### config.mk
export PLATFORM = sky130hd
export DESIGN_NAME = frame_config_sequencer
export DESIGN_NICKNAME = d
export VERILOG_FILES = /design/src/rtl/frame_cfg_pkg.sv /design/src/rtl/frame_strobe_decoder.sv /design/src/rtl/frame_config_sequencer.sv
export SDC_FILE = /design/constraint.sdc
export NUM_CORES = 1
export LEC_CHECK = 0
export CORE_ASPECT_RATIO = 0.8
export CORE_MARGIN = 3
export CORE_UTILIZATION = 35
export DETAILED_ROUTE_END_ITERATION = 16
export SYNTH_ARGS = -nofsm -noshare
export SYNTH_HDL_FRONTEND = slang
export SYNTH_HIERARCHICAL = 1
export SYNTH_SLANG_ARGS = --single-unit
### constraint.sdc
create_clock -name UserCLK -period 33.1 [get_ports UserCLK]
set_input_delay 6.62 -clock UserCLK [delete_from_list [all_inputs] [get_ports UserCLK]]
set_output_delay 6.62 -clock UserCLK [all_outputs]
set_load 0.05 [all_outputs]
### src/rtl/frame_cfg_pkg.sv
// Shared types and header layout for the frame configuration sequencer.
// The header carries a marker nibble, a column field and a frame field.
package frame_cfg_pkg;

    typedef enum logic [2:0] {
        ST_HDR,
        ST_DATA,
        ST_SETUP,
        ST_STROBE,
        ST_HOLD
    } state_e;

    localparam logic [3:0] HDR_MARKER     = 4'hF;
    localparam int         HDR_MARKER_LSB = 28;
    localparam int         HDR_COL_LSB    = 16;
    localparam int         HDR_FRAME_LSB  = 0;
    localparam int         HDR_FIELD_W    = 8;

    function automatic logic [3:0] hdr_marker(input logic [31:0] word);
        return word[HDR_MARKER_LSB +: 4];
    endfunction

    function automatic logic [HDR_FIELD_W-1:0] hdr_col(input logic [31:0] word);
        return word[HDR_COL_LSB +: HDR_FIELD_W];
    endfunction

    function automatic logic [HDR_FIELD_W-1:0] hdr_frame(input logic [31:0] word);
        return word[HDR_FRAME_LSB +: HDR_FIELD_W];
    endfunction

endpackage

### src/rtl/frame_strobe_decoder.sv
// One-hot decode of (column, frame) onto the flat FrameStrobe vector.
// Each output bit compares against constants, so no runtime multiply is built.
module frame_strobe_decoder
    import frame_cfg_pkg::*;
#(
    parameter int NumColumns      = 4,
    parameter int MaxFramesPerCol = 20
) (
    input  logic [HDR_FIELD_W-1:0]                 col,
    input  logic [HDR_FIELD_W-1:0]                 frame,
    input  logic                                   enable,
    output logic [NumColumns*MaxFramesPerCol-1:0]  strobe
);

    genvar gi, gj;
    generate
        for (gi = 0; gi < NumColumns; gi++) begin : g_col
            for (gj = 0; gj < MaxFramesPerCol; gj++) begin : g_frame
                assign strobe[gi*MaxFramesPerCol + gj] =
                    enable && (col == HDR_FIELD_W'(gi)) && (frame == HDR_FIELD_W'(gj));
            end
        end
    endgenerate

endmodule

### src/rtl/frame_config_sequencer.sv
// Receives header + NumRows data words and writes one configuration frame:
// FrameData is loaded a cycle before a one-hot FrameStrobe pulse and held after it.
module frame_config_sequencer
    import frame_cfg_pkg::*;
#(
    parameter int          NumRows         = 4,
    parameter int          NumColumns      = 4,
    parameter int          MaxFramesPerCol = 20,
    parameter int          FrameBitsPerRow = 32,
    parameter int          StrobeCycles    = 1,
    parameter logic [15:0] FrameCountInit  = 16'h0000
) (
    input  logic                                   UserCLK,
    input  logic                                   RST,
    input  logic [31:0]                            in_data,
    input  logic                                   in_valid,
    output logic                                   in_ready,
    input  logic                                   abort,
    output logic [NumRows*FrameBitsPerRow-1:0]     FrameData,
    output logic [NumColumns*MaxFramesPerCol-1:0]  FrameStrobe,
    output logic                                   busy,
    output logic                                   done,
    output logic                                   hdr_err,
    output logic [15:0]                            frame_count
);

    localparam int RowW = (NumRows > 1) ? $clog2(NumRows) : 1;
    localparam logic [RowW-1:0] LastRow = RowW'(NumRows - 1);
    localparam logic [3:0] LastStrobe = 4'(StrobeCycles - 1);
    localparam int StrobeW = NumColumns * MaxFramesPerCol;

    state_e                      state_q, state_d;
    logic [HDR_FIELD_W-1:0]      col_q, col_d, frame_q, frame_d;
    logic [RowW-1:0]             row_cnt_q, row_cnt_d;
    logic [3:0]                  strobe_cnt_q, strobe_cnt_d;
    logic [FrameBitsPerRow-1:0]  shadow_q [NumRows];
    logic [FrameBitsPerRow-1:0]  shadow_d [NumRows];
    logic [FrameBitsPerRow-1:0]  frame_data_q [NumRows];
    logic [FrameBitsPerRow-1:0]  frame_data_d [NumRows];
    logic [StrobeW-1:0]          frame_strobe_q, frame_strobe_d;
    logic [15:0]                 frame_count_q, frame_count_d;
    logic                        hdr_err_q, hdr_err_d;
    logic                        ready_c;
    logic                        hdr_ok;

    // Column is widened by one bit so a limit of 256 still compares correctly.
    assign hdr_ok = (hdr_marker(in_data) == HDR_MARKER)
                 && ({1'b0, hdr_col(in_data)} < 9'(NumColumns))
                 && ({1'b0, hdr_frame(in_data)} < 9'(MaxFramesPerCol));

    always_comb begin
        state_d       = state_q;
        col_d         = col_q;
        frame_d       = frame_q;
        row_cnt_d     = row_cnt_q;
        strobe_cnt_d  = strobe_cnt_q;
        shadow_d      = shadow_q;
        frame_data_d  = frame_data_q;
        frame_count_d = frame_count_q;
        hdr_err_d     = hdr_err_q;
        ready_c       = 1'b0;
        case (state_q)
            ST_HDR: begin
                ready_c = 1'b1;
                if (in_valid) begin
                    if (hdr_ok) begin
                        col_d     = hdr_col(in_data);
                        frame_d   = hdr_frame(in_data);
                        row_cnt_d = '0;
                        state_d   = ST_DATA;
                    end else begin
                        hdr_err_d = 1'b1;
                    end
                end
            end
            ST_DATA: begin
                // Abort takes priority and blocks the handshake in the same cycle.
                if (abort) begin
                    row_cnt_d = '0;
                    state_d   = ST_HDR;
                end else begin
                    ready_c = 1'b1;
                    if (in_valid) begin
                        shadow_d[row_cnt_q] = in_data;
                        row_cnt_d = row_cnt_q + 1'b1;
                        if (row_cnt_q == LastRow) begin
                            row_cnt_d = '0;
                            state_d   = ST_SETUP;
                        end
                    end
                end
            end
            ST_SETUP: begin
                strobe_cnt_d = '0;
                state_d      = ST_STROBE;
            end
            ST_STROBE: begin
                if (strobe_cnt_q == LastStrobe) begin
                    state_d = ST_HOLD;
                end else begin
                    strobe_cnt_d = strobe_cnt_q + 1'b1;
                end
            end
            ST_HOLD: begin
                frame_count_d = frame_count_q + 16'd1;
                state_d       = ST_HDR;
            end
            default: state_d = ST_HDR;
        endcase
        // Load on entry to SETUP so data is settled a full cycle before the strobe.
        if (state_q == ST_DATA && state_d == ST_SETUP) begin
            frame_data_d = shadow_d;
        end
    end

    frame_strobe_decoder #(
        .NumColumns      (NumColumns),
        .MaxFramesPerCol (MaxFramesPerCol)
    ) u_decoder (
        .col    (col_q),
        .frame  (frame_q),
        .enable (state_d == ST_STROBE),
        .strobe (frame_strobe_d)
    );

    always_ff @(posedge UserCLK or posedge RST) begin
        if (RST) begin
            state_q        <= ST_HDR;
            col_q          <= '0;
            frame_q        <= '0;
            row_cnt_q      <= '0;
            strobe_cnt_q   <= '0;
            frame_strobe_q <= '0;
            frame_count_q  <= FrameCountInit;
            hdr_err_q      <= 1'b0;
            for (int r = 0; r < NumRows; r++) begin
                shadow_q[r]     <= '0;
                frame_data_q[r] <= '0;
            end
        end else begin
            state_q        <= state_d;
            col_q          <= col_d;
            frame_q        <= frame_d;
            row_cnt_q      <= row_cnt_d;
            strobe_cnt_q   <= strobe_cnt_d;
            frame_strobe_q <= frame_strobe_d;
            frame_count_q  <= frame_count_d;
            hdr_err_q      <= hdr_err_d;
            shadow_q       <= shadow_d;
            frame_data_q   <= frame_data_d;
        end
    end

    genvar gi;
    generate
        for (gi = 0; gi < NumRows; gi++) begin : g_row
            assign FrameData[gi*FrameBitsPerRow +: FrameBitsPerRow] = frame_data_q[gi];
        end
    endgenerate

    assign FrameStrobe = frame_strobe_q;
    assign in_ready    = ready_c && !RST;
    assign busy        = (state_q != ST_HDR);
    assign done        = (state_q == ST_HOLD);
    assign hdr_err     = hdr_err_q;
    assign frame_count = frame_count_q;

    assert property (@(posedge UserCLK) disable iff (RST) $onehot0(frame_strobe_q));
    assert property (@(posedge UserCLK) disable iff (RST)
                     (frame_strobe_q != '0) |-> (state_q == ST_STROBE));

endmodule
==> results.sh <==
export IMPL_clock_sinks=346
export IMPL_syn_inst=855
export IMPL_drv_slew=0
export IMPL_reg2reg_from="state_q[0]"
export IMPL_slowest_stage="clkdlybuf4s50_1"
export IMPL_antenna_found_initial=0
export IMPL_r2r_slack_ns=29.90
export IMPL_h_tree_depth=2
export IMPL_crit_buf_inv=2
export IMPL_layout_drive_gt1_share=0.2688
export IMPL_synth_top_area_cell="dfrtp_1"
export IMPL_place_ws_ns=18.07
export IMPL_hold_viol=0
export IMPL_final_common_cell="dfrtp_1"
export IMPL_grt_ovfl_total=0
export IMPL_hp_class="flip-flop to flip-flop"
export IMPL_final_util=0.4781
export IMPL_ys_ff_latch=346
export IMPL_via_per_inst=4.719
export IMPL_rows=62
export IMPL_maxCapViolations=0
export IMPL_r2r_end="FrameData[100]"
export IMPL_final_nets=1174
export IMPL_cts_tree="built"
export IMPL_cpLargestDelayFamily="buffers and inverters"
export IMPL_hp_start="shadow_q[84]"
export IMPL_finalSetupViolCount=0
export IMPL_dieArea_um2=38970
export IMPL_grt_total_usage=0.1576
export IMPL_path_class="input port to output pin"
export IMPL_syn_area_um2=12820
export IMPL_cp_end_kind="output pin"
export IMPL_cp_cell_sequence="clkdlybuf4s50_1 > a2111oi_0 > clkdlybuf4s50_1"
export IMPL_crit_required_ns=26.48
export IMPL_synth_edf_count=0
export IMPL_clk_transition_reported_paths_ns=0.06
export IMPL_syn_to_final_growth_pct=34.27
export IMPL_port_buffers=263
export IMPL_setup_ws_ns=18.06
export IMPL_synth_flop_cell="dfrtp_1"
export IMPL_reg2regPathDepth=5
export IMPL_mostFrequentLayoutCells="dfrtp_1, clkdlybuf4s50_1, mux2_2"
export IMPL_power_leakage_nw=8.293
export IMPL_hold_depth=1
export IMPL_hold_path_endpoint="shadow_q[84]"
export IMPL_finalNonFillerCells=1637
export IMPL_clockRootBuffer="clkbuf_16"
export IMPL_synth_async_reset_ratio=1.000
export IMPL_cts_resized_gates=0
export IMPL_skew_ns=0.01600
export IMPL_status="completed"
export IMPL_vdd_drop_max_v=0.00002708
export IMPL_drt_iter0_markers=382
export IMPL_die_height_um=177.2
export IMPL_wl_mm=30.38
export IMPL_gp_congestion=0.7298
export IMPL_cp_arrival_ns=8.42
export IMPL_power_density_nw_per_um2=49.41
export IMPL_synth_distinct_cells=47
export IMPL_grt_pass1_vias=8080
export IMPL_grt_max_degree=131
export IMPL_maxClockFrequency_mhz=66.50
export IMPL_via_count=7725
export IMPL_wire_per_inst_um=18.56
export IMPL_synth_area_leaders="dfrtp_1, mux2_2, nor2_1, nand3_1, buf_2"
export IMPL_postCtsSetupBuffers=0
export IMPL_place_hpwl_mm=19.70
export IMPL_n_antenna_cell=0
export IMPL_io_pins=264
export IMPL_clk_path_buf_depth=3
export IMPL_cp_start_kind="input port"
export IMPL_slowest_delay_ns=0.88
export IMPL_cpMostUsedCell="clkdlybuf4s50_1"
export IMPL_post_route_period_util=0.4543
export IMPL_path_max_fanout=2
export IMPL_drcViolationCount=0
export IMPL_drtAntennaViolNets=0
export IMPL_ctsHoldBuffers=0
export IMPL_grt_pass1_wl_mm=47.58
export IMPL_tightestPinTransition_ns=0.9829
export IMPL_core_um2=35990
export IMPL_avgSynthCellArea_um2=14.99
export IMPL_dp_cells=1572
export IMPL_fin_tns_setup_ns=0
export IMPL_max_slew_margin_rel=0.3447
export IMPL_fp_dieW_um=220.0
export IMPL_synth_fp_nets=898
export IMPL_initial_core_util=0.3561
export IMPL_period_minus_slack_ns=15.04
export IMPL_firstDrtPassIters=4
export IMPL_synth_top_cell_area_share=0.6755
export IMPL_cts_buffers=37
export IMPL_clk_latency_ns=0.53
export IMPL_ys_seq_area_frac=0.6755
export IMPL_yosys_warnings=6
export IMPL_rsz0062_at_grt="false"
export IMPL_crit_start="RST"
==> worst max path at each step <==
stage,endpoint,slack [ns],cells after the start
after floorplan,FrameData[0],16.89,1
after global placement,in_ready,18.04,3
after detailed placement,in_ready,18.07,3
after CTS,in_ready,18.06,3
after global routing,in_ready,18.03,3
final,in_ready,18.06,3
==> flip-flops by register name, summed over array words and instances, names as in the netlist <==
signal and cells:
FrameData 128, FrameStrobe 80, col_q 8, frame_count 16, frame_q 8, hdr_err 1
row_cnt_q 2, shadow_q 96, state_q 3, strobe_cnt_q 4
==> per-layer routing <==
layer,vias to the layer above,part of all wire,track usage,wire (µm)
met3,51,0.085,0.05680,2591
met1,3951,0.45,0.2120,13540
li1,3521,-,-,-
met2,202,0.45,0.2415,13590
met5,-,0,0,0
met4,0,0.021,0.04478,650
==> worst register-to-register path: stages, from the launching register on <==
cell and delay, ns:
dfrtp_1 0.54, nor4b_2 0.61, and2_1 0.32, nand2_4 0.51
buf_4 0.64, mux2_2 0.46
==> cell type report <==
class	count	area, µm²
Inverter	8	37.54
Timing Repair Buffer	272	2700
Clock inverter	10	81.33
Multi-Input combinational cell	466	3996
Clock buffer	55	1136
Sequential cell	346	8658
Tap cell	480	600.6
Fill cell	3250	18780
==> cell usage after synthesis (2+ instances only) <==
cell type / instances
inv_1: 8
nand2_1: 18
and2_1: 3
o21ai_0: 5
and3_1: 4
nor4_1: 2
nand3b_1: 2
mux2_2: 227
or3_1: 2
nor2b_1: 12
ha_1: 7
nand4_1: 13
nand2b_1: 3
xor2_1: 5
and4bb_2: 2
nor3b_1: 2
dfrtp_1: 346
clkbuf_1: 6
nor3_1: 8
nor2_1: 87
buf_2: 21
nor4b_1: 2
buf_1: 7
nand4b_1: 2
xnor2_1: 10
mux2_1: 5
a32o_1: 3
nand3_1: 23
and3b_1: 2
==> through the flow <==
step / cell area [µm²] / power, mW / hold WS (ns)
finish: 17210 / 0.8503 / 0.4843
global route: 17210 / 0.8850 / 0.5015
CTS: 17210 / 0.8655 / 0.4878
detailed placement: 15990 / 0.4490 / 0.4749
global placement: 15990 / 0.4489 / 0.4621
floorplan: 12820 / 0.4381 / 0.4575
==> where the power goes <==
group	internal (mW)	leakage (nW)	switching [mW]
sequential	0.423	4.83	0.0000371
combinational	0.00451	2.86	0.0126
clock	0.245	0.606	0.165
==> cells by family (layout without fill, tap and decap cells) <==
family | Yosys count | in the layout | share of synthesized area
AOI/OAI and AO/OA | 14 | 14 | 0.008005
xor gates and xnor gates | 15 | 15 | 0.01025
muxes | 232 | 232 | 0.2038
and+or+nand+nor | 198 | 198 | 0.08063
buffers and inverters | 43 | 345 | 0.01494
DFF | 346 | 346 | 0.6755
adders and majority gates | 7 | 7 | 0.006833
Note: power is estimated with default switching activity, not from simulation.
